<file path="config.mk">
export PLATFORM = sky130hd
export DESIGN_NAME = multdiv_issue_ctrl
export DESIGN_NICKNAME = d
export VERILOG_FILES = /design/src/rtl/multdiv_issue_ctrl.sv
export SDC_FILE = /design/constraint.sdc
export NUM_CORES = 1
export LEC_CHECK = 0
export BUFFER_PORTS_ARGS = -buffer_cell sky130_fd_sc_hd__buf_2
export CAP_MARGIN = 10
export CORE_MARGIN = 4
export CORE_UTILIZATION = 41
export CTS_BUF_LIST = sky130_fd_sc_hd__clkbuf_4
export DETAILED_ROUTE_END_ITERATION = 10
export PLACE_DENSITY = 0.7
export SLEW_MARGIN = 5
export SYNTH_ARGS = -nofsm -noshare
export SYNTH_HDL_FRONTEND = slang
export SYNTH_SLANG_ARGS = --single-unit
</file>
<file path="constraint.sdc">
create_clock -name clock -period 4.89 [get_ports clock]
set_input_delay 0.489 -clock clock [delete_from_list [all_inputs] [get_ports clock]]
set_output_delay 0.489 -clock clock [all_outputs]
set_load 0.005 [all_outputs]
</file>
<file path="src/rtl/multdiv_issue_ctrl.sv">
// Issue controller for the sequential mult32/div32 units: latches the operands,
// pulses the unit's start input, stalls the pipeline while it iterates, then writes back.
module multdiv_issue_ctrl #(
  parameter int TIMEOUT       = 40,
  parameter int CNT_W         = 6,
  parameter int MULT_EXC_CODE = 4,
  parameter int DIV_EXC_CODE  = 5
) (
  input  logic        clock,
  input  logic        reset,
  input  logic        x_valid,
  input  logic        x_is_mult,
  input  logic        x_is_div,
  input  logic        x_flush,
  input  logic [31:0] x_operandA,
  input  logic [31:0] x_operandB,
  input  logic [4:0]  x_rd,
  output logic        ctrl_MULT,
  output logic        ctrl_DIV,
  output logic [31:0] data_operandA,
  output logic [31:0] data_operandB,
  input  logic [31:0] data_result,
  input  logic        data_exception,
  input  logic        data_resultRDY,
  output logic        stall,
  output logic        busy,
  output logic        wb_valid,
  output logic [4:0]  wb_rd,
  output logic [31:0] wb_data
);

  localparam int DATA_W = 32;
  localparam logic [4:0] EXC_RD = 5'd30;
  // The counter has reached TIMEOUT-1 once the cycle that sees LAST_CNT ends.
  localparam logic [CNT_W-1:0] LAST_CNT = CNT_W'(TIMEOUT - 2);

  typedef enum logic [1:0] {IDLE, ISSUE, WAIT, DONE} state_t;

  state_t                  state;
  state_t                  state_nxt;
  logic [CNT_W-1:0]        cnt;
  logic signed [DATA_W-1:0] opa_q;
  logic signed [DATA_W-1:0] opb_q;
  logic signed [DATA_W-1:0] res_q;
  logic [4:0]              rd_q;
  logic                    is_div_q;
  logic                    exc_q;
  logic                    accept;
  logic                    timeout_hit;

  function automatic logic [DATA_W-1:0] exc_code(input logic is_div);
    exc_code = is_div ? DATA_W'(DIV_EXC_CODE) : DATA_W'(MULT_EXC_CODE);
  endfunction

  assign accept      = (state == IDLE) & x_valid & (x_is_mult ^ x_is_div) & ~x_flush;
  assign timeout_hit = (state == WAIT) & ~data_resultRDY & (cnt == LAST_CNT);

  always_ff @(posedge clock) begin
    if (reset) state <= IDLE;
    else       state <= state_nxt;
  end

  always_comb begin
    state_nxt = state;
    case (state)
      IDLE:    if (accept) state_nxt = ISSUE;
      ISSUE:   state_nxt = x_flush ? IDLE : WAIT;
      WAIT: begin
        if (x_flush)                             state_nxt = IDLE;
        else if (data_resultRDY || timeout_hit) state_nxt = DONE;
      end
      DONE:    state_nxt = IDLE;
      default: state_nxt = IDLE;
    endcase
  end

  // Operand/result latches; a timeout is folded into exc_q so DONE has one exception path.
  always_ff @(posedge clock) begin
    if (reset) begin
      cnt      <= '0;
      opa_q    <= '0;
      opb_q    <= '0;
      res_q    <= '0;
      rd_q     <= '0;
      is_div_q <= 1'b0;
      exc_q    <= 1'b0;
    end else begin
      if (accept) begin
        opa_q    <= x_operandA;
        opb_q    <= x_operandB;
        rd_q     <= x_rd;
        is_div_q <= x_is_div;
        res_q    <= '0;
        exc_q    <= 1'b0;
      end
      if (state == ISSUE) cnt <= '0;
      if (state == WAIT && !x_flush) begin
        if (data_resultRDY) begin
          res_q <= data_result;
          exc_q <= data_exception;
        end else begin
          cnt <= cnt + CNT_W'(1);
          if (cnt == LAST_CNT) exc_q <= 1'b1;
        end
      end
    end
  end

  assign data_operandA = opa_q;
  assign data_operandB = opb_q;

  always_comb begin
    ctrl_MULT = 1'b0;
    ctrl_DIV  = 1'b0;
    stall     = accept;
    busy      = (state != IDLE);
    wb_valid  = 1'b0;
    wb_rd     = '0;
    wb_data   = '0;
    case (state)
      ISSUE: begin
        ctrl_MULT = ~is_div_q;
        ctrl_DIV  = is_div_q;
        stall     = 1'b1;
      end
      WAIT:  stall = 1'b1;
      DONE: begin
        if (exc_q) begin
          wb_valid = 1'b1;
          wb_rd    = EXC_RD;
          wb_data  = exc_code(is_div_q);
        end else begin
          wb_valid = (rd_q != 5'd0);
          wb_rd    = rd_q;
          wb_data  = res_q;
        end
      end
      default: ;
    endcase
  end

endmodule

</file>
; Yosys cells after proc, flatten, opt, wreduce, memory -nomap -nowiden
; Cells that the tools add are included.
[totals]
ff_bits = 111
latchBits = 0
ram_bits = 0
rom_bits = 0
input_bits = 109
output_inout_bits = 106
mem_count = 0
[classes]
add_sub_neg = 1
mul = 0
div = 0
order_cmp = 0
n_eq_ne = 6
shift = 0
n_mux = 25
bitwise_logic = 9
reduce_logical = 8
[op_table]
columns = op, n
row1 = 32-bit 2-to-1 mux, 5
row2 = 6-bit 2-to-1 mux, 3
row3 = 1-bit 2-to-1 mux, 10
row4 = 5-bit 2-to-1 mux, 2
row5 = 2-bit 2-to-1 mux, 4
row6 = 2-bit case mux with 4 select lines, 1
row7 = 6-bit by 1-bit adder with 6-bit output (second input constant), 1
row8 = 6-bit == test (second input constant), 1
row9 = 1-bit bitwise AND, 5
row10 = 5-bit nonzero test, 1
row11 = 2-bit == test (second input constant), 2
row12 = 3-bit != test (second input constant), 1
row13 = 1-bit NOT, 3
row14 = 2-bit by 1-bit == test with 1-bit output (second input constant), 1
row15 = 2-bit zero test, 1
row16 = 2-bit != test (second input constant), 1
row17 = 2-bit AND reduction, 1
row18 = 2-bit nonzero test, 1
row19 = 2-bit OR reduction, 1
row20 = 1-bit logical AND, 1
row21 = 1-bit zero test, 1
row22 = 1-bit logical OR, 1
row23 = 1-bit XOR, 1

; Longest topological paths before layout
; Gate-level depths: netlist of run 1.
[logic_depth]
depth_word = 8
mapped_depth = 9

; Worst setup path before layout of run 1
; OpenSTA, ideal clock, no wires.
[synth_timing]
path_type = reg2out
start = register state[0]
end = output port stall
t_arrival_ns = 1.300
slack_ns = 3.101
stages_incl_launch_ff = 8
cell_sequence = dfxtp_1 > inv_1 > ha_1 > nand3b_4 > or2_1 > buf_2 > buf_4 > nand2b_1
[synth_between]
elab_chain_len = 5
word_cells_on_any_way = 8
cone_classes = eq/ne (2) / mux (1) / bitwise (3) / reduce/logical (2)
[synth_rtl]
columns = element, line_no
row1 = "start, declared", 39  ; state_t state;
row2 = "start signal, assigned", 60  ; else state <= state_nxt;
row3 = 2-bit zero test, 55  ; assign accept = (state == IDLE) & x_valid & (x_is_mult ^ x_is_div) & ~x_flush;
row4 = 1-bit bitwise AND (3 in a row), 55
row5 = 1-bit 2-to-1 mux *, 120  ; case (state)
row6 = "end, declared", 25  ; output logic stall,
; Mark *: on every way between the ends. The rest lies on a longest branch, timed or not.

; Worst setup path after layout of run 1
; Same ends and word-level chain as after synthesis.

==> impl_metrics.yaml, run 1 <==
timing:
  drv_slew: 0
  rsz0062_at_grt: "false"
  fin_setup_tns_ps: 0
  finalCritPeriodShare_pct: 56.5
  relSlewSlack_pct: 18.1
  finalCriticalPeriod_ps: 2760
  setup_viol: 0
  setup_ws_ps: 2130
  clock_skew_ps: 17.8
  report.final.hold_viol_count: 0
  worst_slew_pin_slew_ps: 1230
  maxClockFrequency_mhz: 362
critical_path:
  cp_max_fo: 64
  critPathLaunchType: "flip-flop"
  crit_type: "flip-flop to output pin"
  reg2regPathDepth: 6
  arrival_ps: 2270
  worstPathRequired_ps: 4400
  crit_path_end_kind: "output pin"
power_and_ir_drop:
  p_sw_uw: 411
  intPower_uw: 1220
  seqPwrFrac_pct: 57.9
  p_clk_share_pct: 30.9
  finalPower_uw: 1630
  ir_drop_uv: 146
  p_per_area_nw_per_um2: 288
  p_leak_uw: 0.00254
  power_frac_comb_pct: 11.3
  switching_share_pct: 25.2
worst_hold_path:
  whs_path_depth: 3
  hp-class: "input port to flip-flop"
synthesis:
  synth_edf_count: 0
  syn-cell-area_um2: 4460
  syn_inst: 567
  synth_warnings: 0
  ys_seq_area_share_pct: 49.9
  synthFlopType: "dfxtp_1"
  synth.net_count: 683
  avgSynthCellArea_um2: 7.86
  synth_cell_types: 35
  synth-seq-cells: 111
  synthArstFlopShare_pct: 0
route:
  drcViolationCount: 0
  routedWlPerCell_um: 13.8
  via_per_inst: 4.94
  postRouteAntennaNets: 0
  dr.pass1.iters: 4
  via_count: 4409
  drtIter0Drc: 286
  wl_mm: 12.3
floorplan:
  ios: 215
  rows: 37
  dieWidth_um: 112
  fp.coreArea_um2: 10500
  die_y_um: 112
  die-area_um2: 12600
  initial_core_util_pct: 42.6
cells_and_area:
  final_util_pct: 54.3
  syn_to_final_growth_pct: 27.5
  register_area_um2: 2220
  multi_input_area_um2: 2010
  fillers: 1029
  drive_gt1_share_pct: 31.0
  fin_nets: 868
  final_cells: 893
  insertedDiodeCount: 0
clocking:
  cts_hold_buffers: 0
  clock_latency_ps: 450
  clk_pin_slew_worst_paths_ps: 170
  cts_tree: "done"
  cts_resized: 0
  cts_buffer_depth: 2
  htreeDepth: 3
  cts_buffers: 9
  cts_setup_buffers: 0
  cts_sinks: 111
  root_buffer: "clkbuf_4"
grt:
  antenna_found_initial: 1
  grt_max_degree: 113
  overflow: 0
  grt.total_usage_pct: 19.0
  grt_pass1_vias: 4213
  grt_pass1_wl_mm: 20.0
placed_design:
  placed_cells: 877
  pre_cts_ws_ps: 2320
  io_buffers: 214
  routabilityCongestion: 0.862
  dpl.hpwl_mm: 8.60
flow_run:
  maxCapViolations: 0
status:
  outcome: "completed"
-- final cells by class --
| cell class | instances | area share, % |
|---|---|---|
| sequential | 111 | 39.1 |
| multi-input combinational | 408 | 35.4 |
| timing repair buffer | 217 | 19.3 |
| tap | 136 | 3.00 |
| clock inverter | 6 | 1.50 |
| clock buffer | 10 | 1.32 |
| inverter | 5 | 0.330 |
-- power groups by stage --
stage	sequential (uW)	clock, uW	combinational (uW)
final	945	504	184
after global routing	949	558	206
after CTS	945	526	187
after detailed placement	964	0	186
after global placement	963	0	182
after floorplan	965	0	94.9
-- cells by family after synthesis --
logic type                 share of synthesized area [%]
AOI/OAI and AO/OA                                   15.2
xor gates and xnor gates                           0.197
adders and majority gates                           1.97
buffers and inverters                               5.14
DFF                                                 49.9
muxes                                              0.477
and+or+nand+nor                                     27.1
-- through the flow --
step	area [um^2]	hold slack (ps)
floorplan	4460	438
global placement	5520	439
detailed placement	5520	443
global route	5680	216
CTS	5680	216
finish	5680	251
-- worst max-delay path, stage by stage, from the launching register on --
cell and delay, ps:
dfxtp_1 380, inv_1 110, ha_1 280, nand3b_4 130, or2_4 600, nand2b_1 150, buf_2 170
-- cells in the final DEF, fill, tap and decap left out, drive strengths merged, types with 2 or more instances in the layout --
master / instances
nor2: 14
clkinv: 3
clkbuf: 10
o21a: 5
a211oi: 4
nand3: 33
bufinv: 2
and2: 34
nor2b: 4
nand2b: 3
buf: 217
ha: 7
nand2: 173
o21ai: 4
nand3b: 2
a31oi: 3
a21oi: 109
inv: 5
dfxtp: 111
-- sequential cells by signal (all words and copies together) (netlist names) --
| register | count |
|---|---|
| state | 2 |
| rd_q | 5 |
| res_q | 32 |
| data_operandA | 32 |
| is_div_q | 1 |
| data_operandB | 32 |
| cnt | 6 |
| exc_q | 1 |
-- synth_stat cells, drive strengths merged (2+ instances only) --
master    n  area share [%]
a21oi   109              12
dfxtp   111              50
a31oi     3            0.42
nor2     14             1.2
o21a      5            0.84
nand3    33             3.7
nand2   173              15
a211oi    4            0.67
o21ai     4            0.45
clkbuf   25             2.1
and2     34             4.8
nor2b     4            0.56
buf      18             2.6
nand2b    3            0.42
inv       5            0.42
nand3b    2            0.62
ha        7             2.0
-- routing by layer --
| metal | routed length, um | GRT usage [%] |
|---|---|---|
| met1 | 5380 | 23.6 |
| met2 | 5640 | 31.3 |
| met3 | 1120 | 5.55 |
| met4 | 157 | 6.65 |
| met5 | 13 | 0 |
-- final timing paths --
kind | startpoint | to | slack [ps]
hold / removal | x_rd[0] | rd_q[0] | 250
setup reg to reg | state[0] | res_q[12] | 2400
setup / recovery | state[0] | stall | 2130
hold reg to reg | data_operandB[2] | data_operandB[2] | 460
Power figures use the tool's default switching activity.
==> inputs of run 2 (changes only) <==
--- a/config.mk
+++ b/config.mk
@@ -11,7 +11,7 @@
 export CORE_UTILIZATION = 41
 export CTS_BUF_LIST = sky130_fd_sc_hd__clkbuf_4
 export DETAILED_ROUTE_END_ITERATION = 10
-export PLACE_DENSITY = 0.7
+export PLACE_DENSITY = 0.73
 export SLEW_MARGIN = 5
 export SYNTH_ARGS = -nofsm -noshare
 export SYNTH_HDL_FRONTEND = slang
==> constraint.sdc (replaced) <==
create_clock -name clock -period 2.35 [get_ports clock]
set_input_delay 0.235 -clock clock [delete_from_list [all_inputs] [get_ports clock]]
set_output_delay 0.235 -clock clock [all_outputs]
set_load 0.005 [all_outputs]
==> run 2 against run 1 <==
- wire length rose by 14%
- design area increased by 19%
- worst setup slack got worse by 1900 ps
- critical path type unchanged
- critical endpoint unchanged
==> impl_metrics.yaml, run 2 (same netlist as run 1, synthesis figures left out) <==
cells_and_area:
  drive_gt1_share_pct: 28.0
  layout_commonest_cell: "buf_2"
  insertedDiodeCount: 0
  syn_to_final_growth_pct: 51.7
  fin_nets: 973
  final_cell_mix: "buf_2, nand2_1, dfxtp_1, a21oi_1, dlygate4sd3_1"
timing:
  report.final.hold_viol_count: 0
  maxClockFrequency_mhz: 465
  worst_slew_pin_slew_ps: 543
  setup_viol: 0
  finalCriticalPeriod_ps: 2150
  relSlewSlack_pct: 63.8
  rsz0062_at_grt: "false"
  finalCritPeriodShare_pct: 91.5
  clock_skew_ps: 8.96
  fin_setup_tns_ps: 0
  drv_slew: 0
  setup_ws_ps: 199
floorplan:
  ios: 215
  fp.coreArea_um2: 10500
  die_y_um: 112
  initial_core_util_pct: 42.6
  rows: 37
  die-area_um2: 12600
  dieWidth_um: 112
power_and_ir_drop:
  power_frac_comb_pct: 14.8
  switching_share_pct: 23.5
  intPower_uw: 2760
  p_sw_uw: 850
  p_clk_share_pct: 30.8
  finalPower_uw: 3610
  p_leak_uw: 0.00300
  p_per_area_nw_per_um2: 534
  seqPwrFrac_pct: 54.5
  ir_drop_uv: 281
critical_path:
  crit_path_end_kind: "output pin"
  arrival_ps: 1920
  cp_max_fo: 17
  critPathLaunchType: "flip-flop"
  crit_type: "flip-flop to output pin"
  cp_top_family: "simple AND/OR/NAND/NOR gates"
  worstPathRequired_ps: 2120
  path_cells: "inv_1, ha_1, nand3b_4, or2_4, nand2b_1, buf_2"
  max_stage_delay_ps: 370
  cp_slowest_cell: "or2_4"
  critPathBufInv: 2
grt:
  grt_pass1_wl_mm: 22.8
  grt.total_usage_pct: 21.6
  overflow: 0
  grt_max_degree: 66
  antenna_found_initial: 1
  grt_pass1_vias: 4861
route:
  drtIter0Drc: 364
  dr.pass1.iters: 5
  routedWlPerCell_um: 14.1
  via_per_inst: 4.89
  postRouteAntennaNets: 0
  drcViolationCount: 0
  via_count: 4872
  wl_mm: 14.1
worst_hold_path:
  hp-class: "input port to flip-flop"
clocking:
  cts_setup_buffers: 0
  cts_buffers: 9
  cts_tree: "done"
  cts_sinks: 111
  cts_buffer_depth: 2
  htreeDepth: 3
  root_buffer: "clkbuf_4"
  cts_resized: 0
  clk_pin_slew_worst_paths_ps: 140
  clock_latency_ps: 440
status:
  outcome: "completed"
placed_design:
  io_buffers: 214
  pre_cts_ws_ps: 520
  routabilityCongestion: 0.827
  dpl.hpwl_mm: 8.86
flow_run:
  maxCapViolations: 0
## run 2: per-layer routing
layer	share of wire (%)	GRT usage [%]	routed length, um
met1	41	24.9	5720
met3	8.0	6.09	1130
met2	49	37.9	6910
met5	0.092	0	13
met4	2.1	8.33	300
## run 2: final timing paths
| path | start | end | slack (ps) | depth (start not counted) |
|---|---|---|---|---|
| min | data_result[13] | res_q[13] | 50 | 3 |
| min reg2reg | data_operandA[0] | data_operandA[0] | 460 | 2 |
| max reg2reg | state[0] | state[1] | 540 | 5 |
| max | state[0] | stall | 200 | 6 |
## run 2: repair_timing
| item | in CTS | in global routing |
|---|---|---|
| hold buffers | 97 | 0 |
| endpoints found under the hold margin | 97 | 0 |
| endpoints found under the setup margin | 0 | 1 |
## run 2: stage by stage
stage | cell area, um^2 | hold slack, ps | util [%] | instances
after floorplan | 4460 | 371 | - | 567
after global placement | 5610 | 439 | 53.6 | 884
after detailed placement | 5610 | 444 | 53.6 | 884
after CTS | 6750 | 0.117 | 64.5 | 996
after global routing | 6760 | 0.985 | 64.6 | 997
final | 6760 | 45.7 | 64.6 | 997
## run 2: cell type report
cell class,count,area [um^2]
Clock inverter,5,97.6
Multi-Input combinational cell,409,2020
Fill cell,852,3700
Sequential cell,111,2220
Tap cell,136,170
Timing Repair Buffer,321,2160
Clock buffer,10,75.1
Inverter,5,18.8
## run 2: worst reg2reg max path: stages, from the launching register on
cell and delay, ps:
dfxtp_1 360, inv_1 120, ha_1 210, or3b_1 470, o21ai_1 230, mux2_1 330
## run 2: power by group through the flow
| stage | clock, uW | sequential (uW) | combinational [uW] |
|---|---|---|---|
| after floorplan | 0 | 2010 | 197 |
| after CTS | 1160 | 1970 | 526 |
| after global placement | 0 | 2000 | 388 |
| after global routing | 1210 | 1970 | 589 |
| final | 1110 | 1970 | 534 |
| after detailed placement | 0 | 2010 | 401 |
==> inputs of run 3 (changes only) <==
--- a/config.mk
+++ b/config.mk
@@ -11,7 +11,7 @@
 export CORE_UTILIZATION = 41
 export CTS_BUF_LIST = sky130_fd_sc_hd__clkbuf_4
 export DETAILED_ROUTE_END_ITERATION = 10
-export PLACE_DENSITY = 0.73
+export PLACE_DENSITY = 0.7
 export SLEW_MARGIN = 5
 export SYNTH_ARGS = -nofsm -noshare
 export SYNTH_HDL_FRONTEND = slang
==> constraint.sdc (replaced) <==
create_clock -name clock -period 2 [get_ports clock]
set_input_delay 0.1 -clock clock [delete_from_list [all_inputs] [get_ports clock]]
set_output_delay 0.1 -clock clock [all_outputs]
set_load 0.005 [all_outputs]
==> run 3 against run 2 <==
- sequential power grew 18%
- via count is 3.8% higher
- non-clock buffer count increased by 18
- design area up 2.9%
- largest cell class is now non-clock buffers
==> impl_metrics.yaml, run 3 (same netlist as run 1, synthesis figures left out) <==
status:
  outcome: "completed"
grt:
  grt_pass1_vias: 4961
  antenna_found_initial: 0
  overflow: 0
  grt_use_met3_pct: 5.07
  grtUsageMet2_pct: 38.5
  grt_most_used_layer: "met2"
  grt_max_degree: 68
  met1_usage_pct: 27.2
  grt_pass1_wl_mm: 23.7
  grt.total_usage_pct: 22.5
critical_path:
  worstPathRequired_ps: 1900
  arrival_ps: 1800
  cp_top_family: "simple AND/OR/NAND/NOR gates"
  crit_path_end_kind: "output pin"
  max_stage_delay_ps: 400
  r2r_slack_ps: 200
  path_cells: "inv_4, ha_4, nand3b_4, or2_4, buf_12, nand2b_1, buf_2"
  reg2regPathDepth: 5
  r2r-start: "state[0]"
  critPathLaunchType: "flip-flop"
  cp_max_fo: 11
  critPathBufInv: 3
  r2r_end: "state[1]"
  cp_slowest_cell: "dfxtp_4"
  crit_type: "flip-flop to output pin"
clocking:
  clock_latency_ps: 460
  cts_buffers: 9
  cts_sinks: 111
  htreeDepth: 3
  cts_buffer_depth: 2
  cts_tree: "done"
  clk_pin_slew_worst_paths_ps: 170
  root_buffer: "clkbuf_4"
worst_hold_path:
  whs_path_depth: 5
  hp-class: "input port to flip-flop"
  holdPathEnd: "rd_q[2]"
  hp-start: "x_valid"
floorplan:
  die-area_um2: 12600
  rows: 37
  initial_core_util_pct: 42.6
  die_y_um: 112
  fp.coreArea_um2: 10500
  dieWidth_um: 112
  ios: 215
route:
  drtIter0Drc: 339
  dr.pass1.iters: 5
  postRouteAntennaNets: 0
  via_count: 5058
  drcViolationCount: 0
  routedWlPerCell_um: 14.6
  wl_mm: 14.8
  via_per_inst: 4.98
cells_and_area:
  insertedDiodeCount: 0
  final_util_pct: 66.5
  syn_to_final_growth_pct: 56.2
  fillers: 845
  multi_input_area_um2: 2040
  fin_nets: 990
  register_area_um2: 2230
  layout_commonest_cell: "buf_2"
  drive_gt1_share_pct: 29.5
  final_cell_mix: "buf_2, nand2_1, a21oi_1, dfxtp_1, dlygate4sd3_1"
timing:
  fin_setup_tns_ps: 0
  clock_skew_ps: 15.8
  worst_slew_pin_slew_ps: 514
  drv_slew: 0
  finalCriticalPeriod_ps: 1900
  relSlewSlack_pct: 65.7
  finalCritPeriodShare_pct: 95.1
  report.final.hold_viol_count: 0
  maxClockFrequency_mhz: 526
  rsz0062_at_grt: "false"
  setup_viol: 0
power_and_ir_drop:
  ir_drop_uv: 351
  p_leak_uw: 0.00308
  p_per_area_nw_per_um2: 588
flow_run:
  maxCapViolations: 0
placed_design:
  io_buffers: 214
  dpl.hpwl_mm: 9.05
  routabilityCongestion: 0.872
-- run 3: changes by cell type in the layout (fill, tap and decap cells not counted), sizes merged --
cell and delta:
buf +8, bufinv -2, clkbuf +1, clkinv +2, clkinvlp +2, dlygate4sd3 +8, or2 -1
-- run 3: per-stage QoR --
stage          area, um^2  std cells  setup slack (ps)  hold WS, ps  total power (uW)
2_1_floorplan        4460        567               327          236              2590
3_3_place_gp         5630        885               304          339              2810
3_5_place_dp         5630        885               206          346              2830
4_1_cts              6850       1008             -42.4         30.7              4090
5_1_grt              6960       1015              1.91         35.3              4300
6_report             6960       1015              97.3         46.0              4090
-- run 3: tightest hold or removal path: stages --
cell and delay [ps]:
buf_2 120, nand3b_4 90, nor2_4 50, nand2_1 60
a21oi_1 50
-- run 3: where the power goes --
group,total (uW),switching (uW),internal [uW]
logic,684,307,377
registers,2320,40.5,2280
clock network,1090,720,372
-- run 3: final cells by class --
| type | instances | share of cell area, % |
|---|---|---|
| clock buffers | 9 | 0.971 |
| clock inverters | 7 | 0.917 |
| inverters | 5 | 0.342 |
| multi-input cells | 408 | 29.3 |
| flip-flops and latches | 111 | 32.0 |
| well taps | 136 | 2.45 |
| repair buffers | 339 | 34.0 |
-- run 3: worst max-delay path by stage --
stage,startpoint,to,slack [ps],cells past startpoint
final,state[0],stall,100,7
after CTS,state[0],wb_data[31],-40,5
after floorplan,state[0],state[1],330,6
after global placement,state[0],state[1],300,5
after detailed placement,state[0],state[1],210,5
after global routing,state[0],stall,2,7
-- run 3: repair_timing --
action                     in CTS  in global routing
setup endpoints to repair      32                 32
gates resized for setup         5                 11
hold endpoints to repair      103                  0
pin swaps                       1                  1
hold buffers                  105                  0
gates cloned                    0                  3
setup buffers                   2                  4
-- run 3: routing by layer --
layer / share of wire (%) / up-vias / wire [um]
li1: - / 2472 / -
met1: 40 / 2317 / 5970
met2: 49 / 233 / 7240
met3: 8.1 / 36 / 1200
met4: 2.9 / 0 / 428
met5: 0 / - / 0
